--- src/rtl/divider_arbiter_pkg.sv ---
// Shared types and constants for the divider arbiter.
// Latency: n/a (declarations only).
// Backpressure: n/a.
package divider_pkg;

  // Default operand/result width, matching the shared divider.
  localparam int WIDTH_DEF = 8;

  // Quotient returned on divide-by-zero: all ones, sliced to WIDTH by users.
  localparam logic [63:0] DZ_QUOTIENT = '1;

  // Arbiter sequencing states.
  typedef enum logic [1:0] {
    IDLE  = 2'd0,
    ISSUE = 2'd1,
    WAIT  = 2'd2,
    RESP  = 2'd3
  } state_t;

endpackage

--- src/rtl/divider_arbiter_if.sv ---
// Bundles requester-side and divider-side signals of the divider arbiter.
// Latency: n/a (wiring only).
// Backpressure: requesters hold req/operands until grant; divider gates issue with div_idle.
interface divider_arbiter_if #(
  parameter int NUM_REQ = 4,
  parameter int WIDTH   = 8
);

  // Requester side
  logic [NUM_REQ-1:0]       req;
  logic [NUM_REQ*WIDTH-1:0] n_in;
  logic [NUM_REQ*WIDTH-1:0] d_in;
  logic [NUM_REQ-1:0]       grant;
  logic [NUM_REQ-1:0]       done;
  logic [WIDTH-1:0]         q_out;
  logic [WIDTH-1:0]         r_out;
  logic                     dz_err;
  logic                     to_err;
  logic                     busy;

  // Divider side
  logic                     div_start;
  logic [WIDTH-1:0]         div_N;
  logic [WIDTH-1:0]         div_D;
  logic                     div_idle;
  logic                     div_finish;
  logic [WIDTH-1:0]         div_Q;
  logic [WIDTH-1:0]         div_R;

  // The arbiter serves requests and drives the divider.
  modport slave (
    input  req, n_in, d_in, div_idle, div_finish, div_Q, div_R,
    output grant, done, q_out, r_out, dz_err, to_err, busy,
           div_start, div_N, div_D
  );

  // Requesters plus the divider, seen from outside the arbiter.
  modport master (
    output req, n_in, d_in, div_idle, div_finish, div_Q, div_R,
    input  grant, done, q_out, r_out, dz_err, to_err, busy,
           div_start, div_N, div_D
  );

endinterface

--- src/rtl/divider_arbiter_rr_arbiter.sv ---
// Round-robin priority pick: first asserted req at or after ptr, wrapping.
// Latency: combinational, zero cycles.
// Backpressure: none; any_o low when no request is pending.
module rr_arbiter #(
  parameter int NUM_REQ = 4,
  parameter int IDX_W   = 2
) (
  input  logic [NUM_REQ-1:0] req_i,
  input  logic [IDX_W-1:0]   ptr_i,
  output logic [NUM_REQ-1:0] gnt_o,
  output logic [IDX_W-1:0]   idx_o,
  output logic               any_o
);

  // Scan from ptr upward, modulo NUM_REQ, and stop at the first hit.
  always_comb begin
    int cand;
    gnt_o = '0;
    idx_o = '0;
    any_o = 1'b0;
    cand  = 0;
    for (int k = 0; k < NUM_REQ; k++) begin
      cand = int'(ptr_i) + k;
      if (cand >= NUM_REQ) begin
        cand = cand - NUM_REQ;
      end
      if (!any_o && req_i[cand]) begin
        any_o       = 1'b1;
        gnt_o[cand] = 1'b1;
        idx_o       = cand[IDX_W-1:0];
      end
    end
  end

endmodule

--- src/rtl/divider_arbiter.sv ---
// Shares one divider among NUM_REQ requesters with round-robin arbitration.
// Latency: grant 1 cycle after req; done 1 cycle after div_finish rise (or after ISSUE on D==0).
// Backpressure: no issue while div_idle=0; watchdog aborts after TIMEOUT_CYC WAIT cycles.
module divider_arbiter
  import divider_pkg::*;
#(
  parameter int NUM_REQ     = 4,
  parameter int WIDTH       = WIDTH_DEF,
  parameter int TIMEOUT_CYC = 64
) (
  input  logic        CLK,
  input  logic        reset,
  divider_arbiter_if.slave bus
);

  localparam int IDX_W = $clog2(NUM_REQ);
  localparam int CNT_W = $clog2(TIMEOUT_CYC);

  localparam logic [IDX_W-1:0] LAST_IDX  = IDX_W'(NUM_REQ - 1);
  localparam logic [CNT_W-1:0] CNT_LIMIT = CNT_W'(TIMEOUT_CYC - 1);
  localparam logic [WIDTH-1:0] DZ_Q      = DZ_QUOTIENT[WIDTH-1:0];

  state_t             state_q, state_d;
  logic [IDX_W-1:0]   rr_ptr_q, rr_ptr_d;
  logic [IDX_W-1:0]   win_idx_q, win_idx_d;
  logic [WIDTH-1:0]   div_n_q, div_n_d;
  logic [WIDTH-1:0]   div_d_q, div_d_d;
  logic [WIDTH-1:0]   q_q, q_d;
  logic [WIDTH-1:0]   r_q, r_d;
  logic               dz_q, dz_d;
  logic               to_q, to_d;
  logic [CNT_W-1:0]   cnt_q, cnt_d;
  logic               fin_prev_q;

  logic [NUM_REQ-1:0] arb_gnt;
  logic [IDX_W-1:0]   arb_idx;
  logic               arb_any;
  logic [WIDTH-1:0]   n_sel;
  logic [WIDTH-1:0]   d_sel;
  logic               fin_rise;
  logic               timeout_hit;
  logic               accept;

  rr_arbiter #(
    .NUM_REQ (NUM_REQ),
    .IDX_W   (IDX_W)
  ) u_rr_arbiter (
    .req_i (bus.req),
    .ptr_i (rr_ptr_q),
    .gnt_o (arb_gnt),
    .idx_o (arb_idx),
    .any_o (arb_any)
  );

  // AND-OR select of the winner's operands from the packed request buses.
  always_comb begin
    n_sel = '0;
    d_sel = '0;
    for (int i = 0; i < NUM_REQ; i++) begin
      if (arb_gnt[i]) begin
        n_sel = n_sel | bus.n_in[i*WIDTH +: WIDTH];
        d_sel = d_sel | bus.d_in[i*WIDTH +: WIDTH];
      end
    end
  end

  // Only a rising finish counts, so a divider holding finish high cannot retrigger.
  assign fin_rise    = bus.div_finish & ~fin_prev_q;
  assign timeout_hit = (cnt_q == CNT_LIMIT);
  assign accept      = (state_q == IDLE) && arb_any && bus.div_idle;

  // State register.
  always_ff @(posedge CLK or posedge reset) begin
    if (reset) begin
      state_q <= IDLE;
    end else begin
      state_q <= state_d;
    end
  end

  // Next-state decode; a finish in the timeout cycle takes precedence.
  always_comb begin
    state_d = state_q;
    case (state_q)
      IDLE:    if (accept) state_d = ISSUE;
      ISSUE:   state_d = (div_d_q == '0) ? RESP : WAIT;
      WAIT:    if (fin_rise || timeout_hit) state_d = RESP;
      RESP:    state_d = IDLE;
      default: state_d = IDLE;
    endcase
  end

  // Datapath next values: operand latch, watchdog count, result capture, flags.
  always_comb begin
    rr_ptr_d  = rr_ptr_q;
    win_idx_d = win_idx_q;
    div_n_d   = div_n_q;
    div_d_d   = div_d_q;
    q_d       = q_q;
    r_d       = r_q;
    dz_d      = dz_q;
    to_d      = to_q;
    cnt_d     = cnt_q;
    case (state_q)
      IDLE: begin
        if (accept) begin
          win_idx_d = arb_idx;
          rr_ptr_d  = (arb_idx == LAST_IDX) ? '0 : arb_idx + IDX_W'(1);
          div_n_d   = n_sel;
          div_d_d   = d_sel;
        end
      end
      ISSUE: begin
        cnt_d = '0;
        if (div_d_q == '0) begin
          q_d  = DZ_Q;
          r_d  = div_n_q;
          dz_d = 1'b1;
        end
      end
      WAIT: begin
        cnt_d = cnt_q + CNT_W'(1);
        if (fin_rise) begin
          q_d = bus.div_Q;
          r_d = bus.div_R;
        end else if (timeout_hit) begin
          q_d  = '0;
          r_d  = '0;
          to_d = 1'b1;
        end
      end
      RESP: begin
        dz_d = 1'b0;
        to_d = 1'b0;
      end
      default: ;
    endcase
  end

  // Datapath registers; reset clears everything so an aborted op leaves no trace.
  always_ff @(posedge CLK or posedge reset) begin
    if (reset) begin
      rr_ptr_q   <= '0;
      win_idx_q  <= '0;
      div_n_q    <= '0;
      div_d_q    <= '0;
      q_q        <= '0;
      r_q        <= '0;
      dz_q       <= 1'b0;
      to_q       <= 1'b0;
      cnt_q      <= '0;
      fin_prev_q <= 1'b0;
    end else begin
      rr_ptr_q   <= rr_ptr_d;
      win_idx_q  <= win_idx_d;
      div_n_q    <= div_n_d;
      div_d_q    <= div_d_d;
      q_q        <= q_d;
      r_q        <= r_d;
      dz_q       <= dz_d;
      to_q       <= to_d;
      cnt_q      <= cnt_d;
      fin_prev_q <= bus.div_finish;
    end
  end

  // Output decode: grant/start pulse in ISSUE, done pulse in RESP.
  always_comb begin
    bus.grant     = '0;
    bus.done      = '0;
    bus.div_start = 1'b0;
    bus.busy      = (state_q != IDLE);
    if (state_q == ISSUE) begin
      bus.grant     = NUM_REQ'(1) << win_idx_q;
      bus.div_start = (div_d_q != '0);
    end
    if (state_q == RESP) begin
      bus.done = NUM_REQ'(1) << win_idx_q;
    end
    bus.q_out  = q_q;
    bus.r_out  = r_q;
    bus.dz_err = dz_q;
    bus.to_err = to_q;
    bus.div_N  = div_n_q;
    bus.div_D  = div_d_q;
  end

endmodule
--- src/flat_wrapper.sv ---
// flat-port wrapper written by rule: the top's interface ports become plain ports
module divider_arbiter_flat import divider_pkg::*;
#(
  parameter int NUM_REQ     = 4,
  parameter int WIDTH       = WIDTH_DEF,
  parameter int TIMEOUT_CYC = 64
)
  (CLK, reset, bus_req, bus_n_in, bus_d_in, bus_div_idle, bus_div_finish, bus_div_Q, bus_div_R, bus_grant, bus_done, bus_q_out, bus_r_out, bus_dz_err, bus_to_err, bus_busy, bus_div_start, bus_div_N, bus_div_D);
  divider_arbiter_if #(.NUM_REQ(NUM_REQ), .WIDTH(WIDTH)) bus_i ();
  input  logic CLK;
  input  logic reset;
  input wire logic [$bits(bus_i.req)-1:0] bus_req;
  input wire logic [$bits(bus_i.n_in)-1:0] bus_n_in;
  input wire logic [$bits(bus_i.d_in)-1:0] bus_d_in;
  input wire logic [$bits(bus_i.div_idle)-1:0] bus_div_idle;
  input wire logic [$bits(bus_i.div_finish)-1:0] bus_div_finish;
  input wire logic [$bits(bus_i.div_Q)-1:0] bus_div_Q;
  input wire logic [$bits(bus_i.div_R)-1:0] bus_div_R;
  output wire logic [$bits(bus_i.grant)-1:0] bus_grant;
  output wire logic [$bits(bus_i.done)-1:0] bus_done;
  output wire logic [$bits(bus_i.q_out)-1:0] bus_q_out;
  output wire logic [$bits(bus_i.r_out)-1:0] bus_r_out;
  output wire logic [$bits(bus_i.dz_err)-1:0] bus_dz_err;
  output wire logic [$bits(bus_i.to_err)-1:0] bus_to_err;
  output wire logic [$bits(bus_i.busy)-1:0] bus_busy;
  output wire logic [$bits(bus_i.div_start)-1:0] bus_div_start;
  output wire logic [$bits(bus_i.div_N)-1:0] bus_div_N;
  output wire logic [$bits(bus_i.div_D)-1:0] bus_div_D;
  assign bus_i.req = bus_req;
  assign bus_i.n_in = bus_n_in;
  assign bus_i.d_in = bus_d_in;
  assign bus_i.div_idle = bus_div_idle;
  assign bus_i.div_finish = bus_div_finish;
  assign bus_i.div_Q = bus_div_Q;
  assign bus_i.div_R = bus_div_R;
  assign bus_grant = bus_i.grant;
  assign bus_done = bus_i.done;
  assign bus_q_out = bus_i.q_out;
  assign bus_r_out = bus_i.r_out;
  assign bus_dz_err = bus_i.dz_err;
  assign bus_to_err = bus_i.to_err;
  assign bus_busy = bus_i.busy;
  assign bus_div_start = bus_i.div_start;
  assign bus_div_N = bus_i.div_N;
  assign bus_div_D = bus_i.div_D;
  divider_arbiter #(.NUM_REQ(NUM_REQ), .WIDTH(WIDTH), .TIMEOUT_CYC(TIMEOUT_CYC)) u_core (.CLK(CLK), .reset(reset), .bus(bus_i));
endmodule
--- config.mk ---
export PLATFORM = sky130hd
export DESIGN_NAME = divider_arbiter_flat
export DESIGN_NICKNAME = d
export VERILOG_FILES = /design/src/rtl/divider_arbiter_pkg.sv /design/src/rtl/divider_arbiter_if.sv /design/src/rtl/divider_arbiter_rr_arbiter.sv /design/src/rtl/divider_arbiter.sv /design/src/flat_wrapper.sv
export SDC_FILE = /design/constraint.sdc
export NUM_CORES = 1
export LEC_CHECK = 0
export BUFFER_PORTS_ARGS = -buffer_cell sky130_fd_sc_hd__buf_2
export CORE_MARGIN = 3
export CORE_UTILIZATION = 43
export CTS_CLUSTER_SIZE = 28
export DETAILED_ROUTE_END_ITERATION = 8
export HOLD_SLACK_MARGIN = 0.12
export PLACE_DENSITY = 0.76
export SLEW_MARGIN = 30
export SYNTH_ARGS = -nofsm -noshare
export SYNTH_HDL_FRONTEND = slang
export SYNTH_SLANG_ARGS = --single-unit
--- constraint.sdc ---
create_clock -name CLK -period 2.91 [get_ports CLK]
set_input_delay 0.7275 -clock CLK [delete_from_list [all_inputs] [get_ports CLK]]
set_output_delay 0.7275 -clock CLK [all_outputs]
set_load 0.05 [all_outputs]
Yosys cells after proc, flatten, opt, wreduce, memory -nomap -nowiden
Index checks and enable logic that the tools add are counted.
{"block": "word_totals", "out_inout_bits": 44, "wordCells": 145, "reg_bits": 47}
{"block": "op_classes", "magnitude_cmp": 12, "reduce_logical": 25, "bitwise": 11, "n_addsub": 9, "shift": 1, "n_eq_ne": 11, "muxes": 65}
{"op": "$ge A32 B1 Y1 const B", "n": 4}
{"op": "$lt A32 B4 Y1 const B", "n": 4}
{"op": "$mux W32", "n": 4}
{"op": "$mux W8", "n": 13}
{"op": "$or A8 B8 Y8", "n": 6}
{"op": "$pmux W8 S2", "n": 2}
{"op": "$mux W4", "n": 6}
{"op": "$mux W1", "n": 21}
{"op": "$mux W2", "n": 7}
{"op": "$or A4 B4 Y4", "n": 3}
{"op": "$pmux W6 S2", "n": 1}
{"op": "$sub A3 B3 Y4 const B", "n": 3}
{"op": "$ge A3 B3 Y1 const B", "n": 3}
{"op": "$logic_and A1 B1 Y1", "n": 9}
{"op": "$bmux W1 S2", "n": 4}
{"op": "$demux W1 S2", "n": 4}
{"op": "$logic_not A8 Y1", "n": 1}
{"op": "$ne A2 B1 Y1 const B", "n": 4}
{"op": "$pmux W2 S4", "n": 1}
{"op": "$reduce_bool A2 Y1", "n": 4}
{"op": "$reduce_bool A8 Y1", "n": 1}
{"op": "$add A2 B2 Y3 const B", "n": 2}
{"op": "$add A6 B1 Y6 const B", "n": 1}
{"op": "$eq A2 B2 Y1 const B", "n": 3}
{"op": "17 further kinds", "n": 23}

Longest topological paths before layout
{"block": "logic_depth", "word_depth": 22, "ltp_mapped": 12}

By module
From an unflattened synthesis, not the netlist that was laid out.
{"block": "unflattened", "cells_unflattened": 298, "hier_area_um2": 2989.1}
{"module": "divider_arbiter", "n_inst": 1, "cells_per_inst": 250, "seq_area_each_um2": 1176.1, "area_each_um2": 2529.9}
{"module": "rr_arbiter", "n_inst": 1, "cells_per_inst": 48, "seq_area_each_um2": 0.0, "area_each_um2": 459.2}

Least setup slack after synthesis
Ideal clock, no wire load.
{"block": "synth_timing", "path_type": "register -> register", "start": "register with a tool-made name", "end": "register u_core.div_d_q[0], in the netlist u_core.bus.div_D[0]", "path_buffers": 3, "period_less_slack_ns": 2.854, "path_stages_with_launch": 12, "t_arrival_ns": 2.724, "setup_slack_ns": 0.056, "setup_ns": 0.130, "cell_sequence": "dfrtp_1 buf_6 buf_2 inv_1 ha_1 mux4_2 nor2b_1 a22oi_1 nand3_2 buf_2 a222oi_1 a21oi_1"}
{"item": "end signal, assigned", "line": "divider_arbiter.sv:157", "text": "div_d_q <= div_d_d;"}
{"item": "end, declared", "line": "divider_arbiter.sv:27", "text": "logic [WIDTH-1:0] div_d_q, div_d_d;"}

Worst setup path after layout
{"block": "layout_timing", "start": "register u_core.rr_ptr_q[1]", "end": "register u_core.div_d_q[2], in the netlist u_core.bus.div_D[2]"}
{"block": "layout_between", "elab_chain_cells": 22, "word_cells_on_any_way": 74, "cone_classes": "add/sub: 7; order compare: 12; mux: 36; bitwise: 6; reduce/logical: 13"}
{"item": "start, declared", "line": "divider_arbiter.sv:24", "text": "logic [IDX_W-1:0] rr_ptr_q, rr_ptr_d;"}
{"item": "start signal, assigned", "line": "divider_arbiter.sv:154", "text": "rr_ptr_q <= rr_ptr_d;"}
{"item": "parallel branches: the longest is 22 deep, another holds $ge A32 B1 Y1"}
Several ways; the timed one is not identified. The select of a mux whose other input is x is not followed.
A chain may end at the register's enable or synchronous reset.

==> results.sh <==
export IMPL_outcome="complete, no violations"
export IMPL_synth_seq_cells=47
export IMPL_worstMarginPinSlew_ns=0.647
export IMPL_synth_fp_nets=430
export IMPL_peakVddDrop_mv=0.700
export IMPL_period_share_pct=95.4
export IMPL_final_layout_size_suffix_gt1_share_pct=36.2
export IMPL_io_buffers=131
export IMPL_path_class="flop to flop"
export IMPL_antenna_found_initial=0
export IMPL_fin_nets=558
export IMPL_cpPeakStageDelay_ns=0.60
export IMPL_seq_area_frac_synth_pct=40.0
export IMPL_holdWs_ns=0.347
export IMPL_slew_headroom_pct=56.7
export IMPL_io_pins=132
export IMPL_ant_nets=0
export IMPL_clock_path_buffers=2
export IMPL_hp_class="input port to async pin"
export IMPL_core_area_um2=6490
export IMPL_async_flop_share_pct=100
export IMPL_clk_pin_slew_ns=0.09
export IMPL_vias=3092
export IMPL_dieArea_um2=7870
export IMPL_drt_iter0_drc=211
export IMPL_cts_tree="built"
export IMPL_post_cts_buffers=0
export IMPL_drc=0
export IMPL_die_x_um=88.7
export IMPL_rsz0062_at_grt="false"
export IMPL_cts_root_buf="clkbuf_8"
export IMPL_yosys_area_top_type="dfrtp_1"
export IMPL_finClkSkew_ns=0.00889
export IMPL_gr_usage_all_layers_pct=21.2
export IMPL_syn_area_per_cell_um2=8.86
export IMPL_cp_required_ns=3.10
export IMPL_grt_pass1_wl_um=13100
export IMPL_powerDensity_nw_per_um2=1340
export IMPL_area_growth_pct=28.4
export IMPL_cts_buffers=5
export IMPL_wl_per_cell_um=16.5
export IMPL_synthTopCellsByArea="dfrtp_1 (40%), a21oi_1 (9.2%), a222oi_1 (5.4%)"
export IMPL_synth_top_cell_area_share_pct=40.0
export IMPL_pre_cts_slack_ns=-0.000790
export IMPL_gp_congestion=0.889
export IMPL_ctsHtreeMaxLevel=2
export IMPL_crit_path_start_kind="flop"
export IMPL_p_leak_uw=0.00188
export IMPL_fmax_mhz=360
export IMPL_synthDistinctLibCells=53
export IMPL_max_cap_viol_count=0
export IMPL_initial_core_util_pct=45.3
export IMPL_hpwl_um=6430
export IMPL_setup_ws_ns=0.135
export IMPL_yosysWarningCount=0
export IMPL_synthCells=332
export IMPL_period_needed_ns=2.77
export IMPL_clock_latency_ns=0.31
export IMPL_synth_edf_count=0
export IMPL_dieHeight_um=88.7
export IMPL_dr_pass1_iters=7
export IMPL_cts_sinks=47
export IMPL_path_cells="inv_1 -> ha_1 -> mux4_2 -> nor2b_1 -> a22oi_2 -> nand3_2 -> a222oi_1 -> a21oi_1"
export IMPL_slew_viol_final=0
export IMPL_gr_total_overflow=0
export IMPL_endpoint_kind="flop"
export IMPL_finalSetupViolations=0
export IMPL_critPathMaxFanout=10
export IMPL_synth_area_um2=2940
export IMPL_critPathSlowestCell="mux4_2"
export IMPL_viasPerCell=5.75
export IMPL_antenna_cells=0
export IMPL_cp_data_arrival_time_ns=2.96
export IMPL_rows=29
export IMPL_yosys_top_cells_count="a21oi_1 (54), dfrtp_1 (47), nand2_1 (38)"
export IMPL_hold_viol=0
export IMPL_drt_wl_total_um=8870
export IMPL_yosysMostFrequentCell="a21oi_1"
export IMPL_grt_max_degree=36
export IMPL_synthFlopType="dfrtp_1"
export IMPL_grt_pass1_vias=2849
-- kinds of logic after synthesis --
family,after synthesis,share of synthesized area (%)
AOI/OAI and AO/OA,119,25.6
adders and majority gates,10,4.25
buffers and inverters,36,6.29
xor gates and xnor gates,2,0.595
and+or+nand+nor,107,18.6
muxes,11,4.72
DFF,47,40.0
-- layout make-up --
class / count / area, um^2
clock inverter: 3 / 43.8
fill: 593 / 2720
clock buffer: 5 / 68.8
sequential: 47 / 1180
tap: 77 / 96.3
inverter: 15 / 56.3
multi-input combinational: 250 / 1610
timing repair buffer: 141 / 731
-- routing by layer --
layer,global-route usage (%),wire (um),up-vias
li1,-,-,1488
met1,27.5,3630,1441
met2,35.0,4390,147
met3,4.38,676,16
met4,7.69,173,0
met5,0,0,-
-- registers in the layout, indices dropped and copies added (netlist names), named ones only --
name,count
u_core.cnt_q,6
u_core.fin_prev_q,1
u_core.bus.q_out,8
u_core.state_q,2
u_core.bus.div_N,8
u_core.bus.dz_err,1
u_core.bus.r_out,8
u_core.bus.to_err,1
u_core.win_idx_q,2
u_core.rr_ptr_q,1
u_core.bus.div_D,8
-- power breakdown --
| part | switching (uW) | leakage, uW | internal (uW) |
|---|---|---|---|
| sequential | 228 | 0.000567 | 950 |
| combinational | 2350 | 0.00126 | 1060 |
| clock | 232 | 0.0000581 | 256 |
-- worst paths after layout --
kind	slack, ns	end	startpoint	cells after the start
worst max-delay path	0.14	u_core.bus.div_D[2]$_DFFE_PP0P_	u_core.rr_ptr_q[1]$_DFFE_PP0P_	8
min in group CLK	0.49	u_core.bus.q_out[2]$_DFFE_PP0P_	u_core.bus.q_out[2]$_DFFE_PP0P_	2
worst min-delay path	0.35	u_core.bus.div_D[7]$_DFFE_PP0P_	reset	2
worst max register to register	0.14	u_core.bus.div_D[2]$_DFFE_PP0P_	u_core.rr_ptr_q[1]$_DFFE_PP0P_	8
max in group asynchronous	1.81	u_core.bus.to_err$_DFFE_PP0P_	reset	3
worst min register to register	0.49	u_core.bus.q_out[2]$_DFFE_PP0P_	u_core.bus.q_out[2]$_DFFE_PP0P_	2
-- worst max-delay path, delay by kind of cell (launching register included) --
| family | cells | cell delay, ns |
|---|---|---|
| AOI/OAI and AO/OA | 3 | 0.79 |
| adders and majority gates | 1 | 0.33 |
| buffers and inverters | 1 | 0.11 |
| DFF | 1 | 0.37 |
| muxes | 1 | 0.60 |
| and+or+nand+nor | 2 | 0.46 |
-- per-stage QoR --
step                setup TNS (ns)  cell area, um^2  std cells  utilization, %  power [uW]
floorplan                        0             2940        332               -        3760
global placement                 0             3640        529            56.1        4460
detailed placement       -0.000790             3640        529            56.1        4550
CTS                              0             3760        537            57.8        5030
global route                     0             3780        538            58.2        5440
finish                           0             3780        538            58.2        5080
-- placed cells by master (no fill, tap or decap), types with 2 or more instances in the layout --
master and count:
mux2_2 3, o221ai_1 2, inv_1 13, and3_1 10
a21oi_1 54, ha_1 10, o31ai_1 4, nor2_1 20
buf_2 131, buf_4 10, nor3b_1 3, or2_2 4
a222oi_1 16, nand3_1 6, dfrtp_1 47, o21ai_1 2
nor2b_1 4, and3b_1 3, mux2i_1 6, clkbuf_8 5
nor3_1 3, mux4_2 2, nor4_1 3, o21ai_0 26
nand3b_1 5, nand2_1 38
-- repair_timing --
action                     4_1_cts  5_1_grt
hold buffers                     0        0
setup endpoints to repair        0       16
resized for setup                0        3
Power figures use the tool's default switching activity.
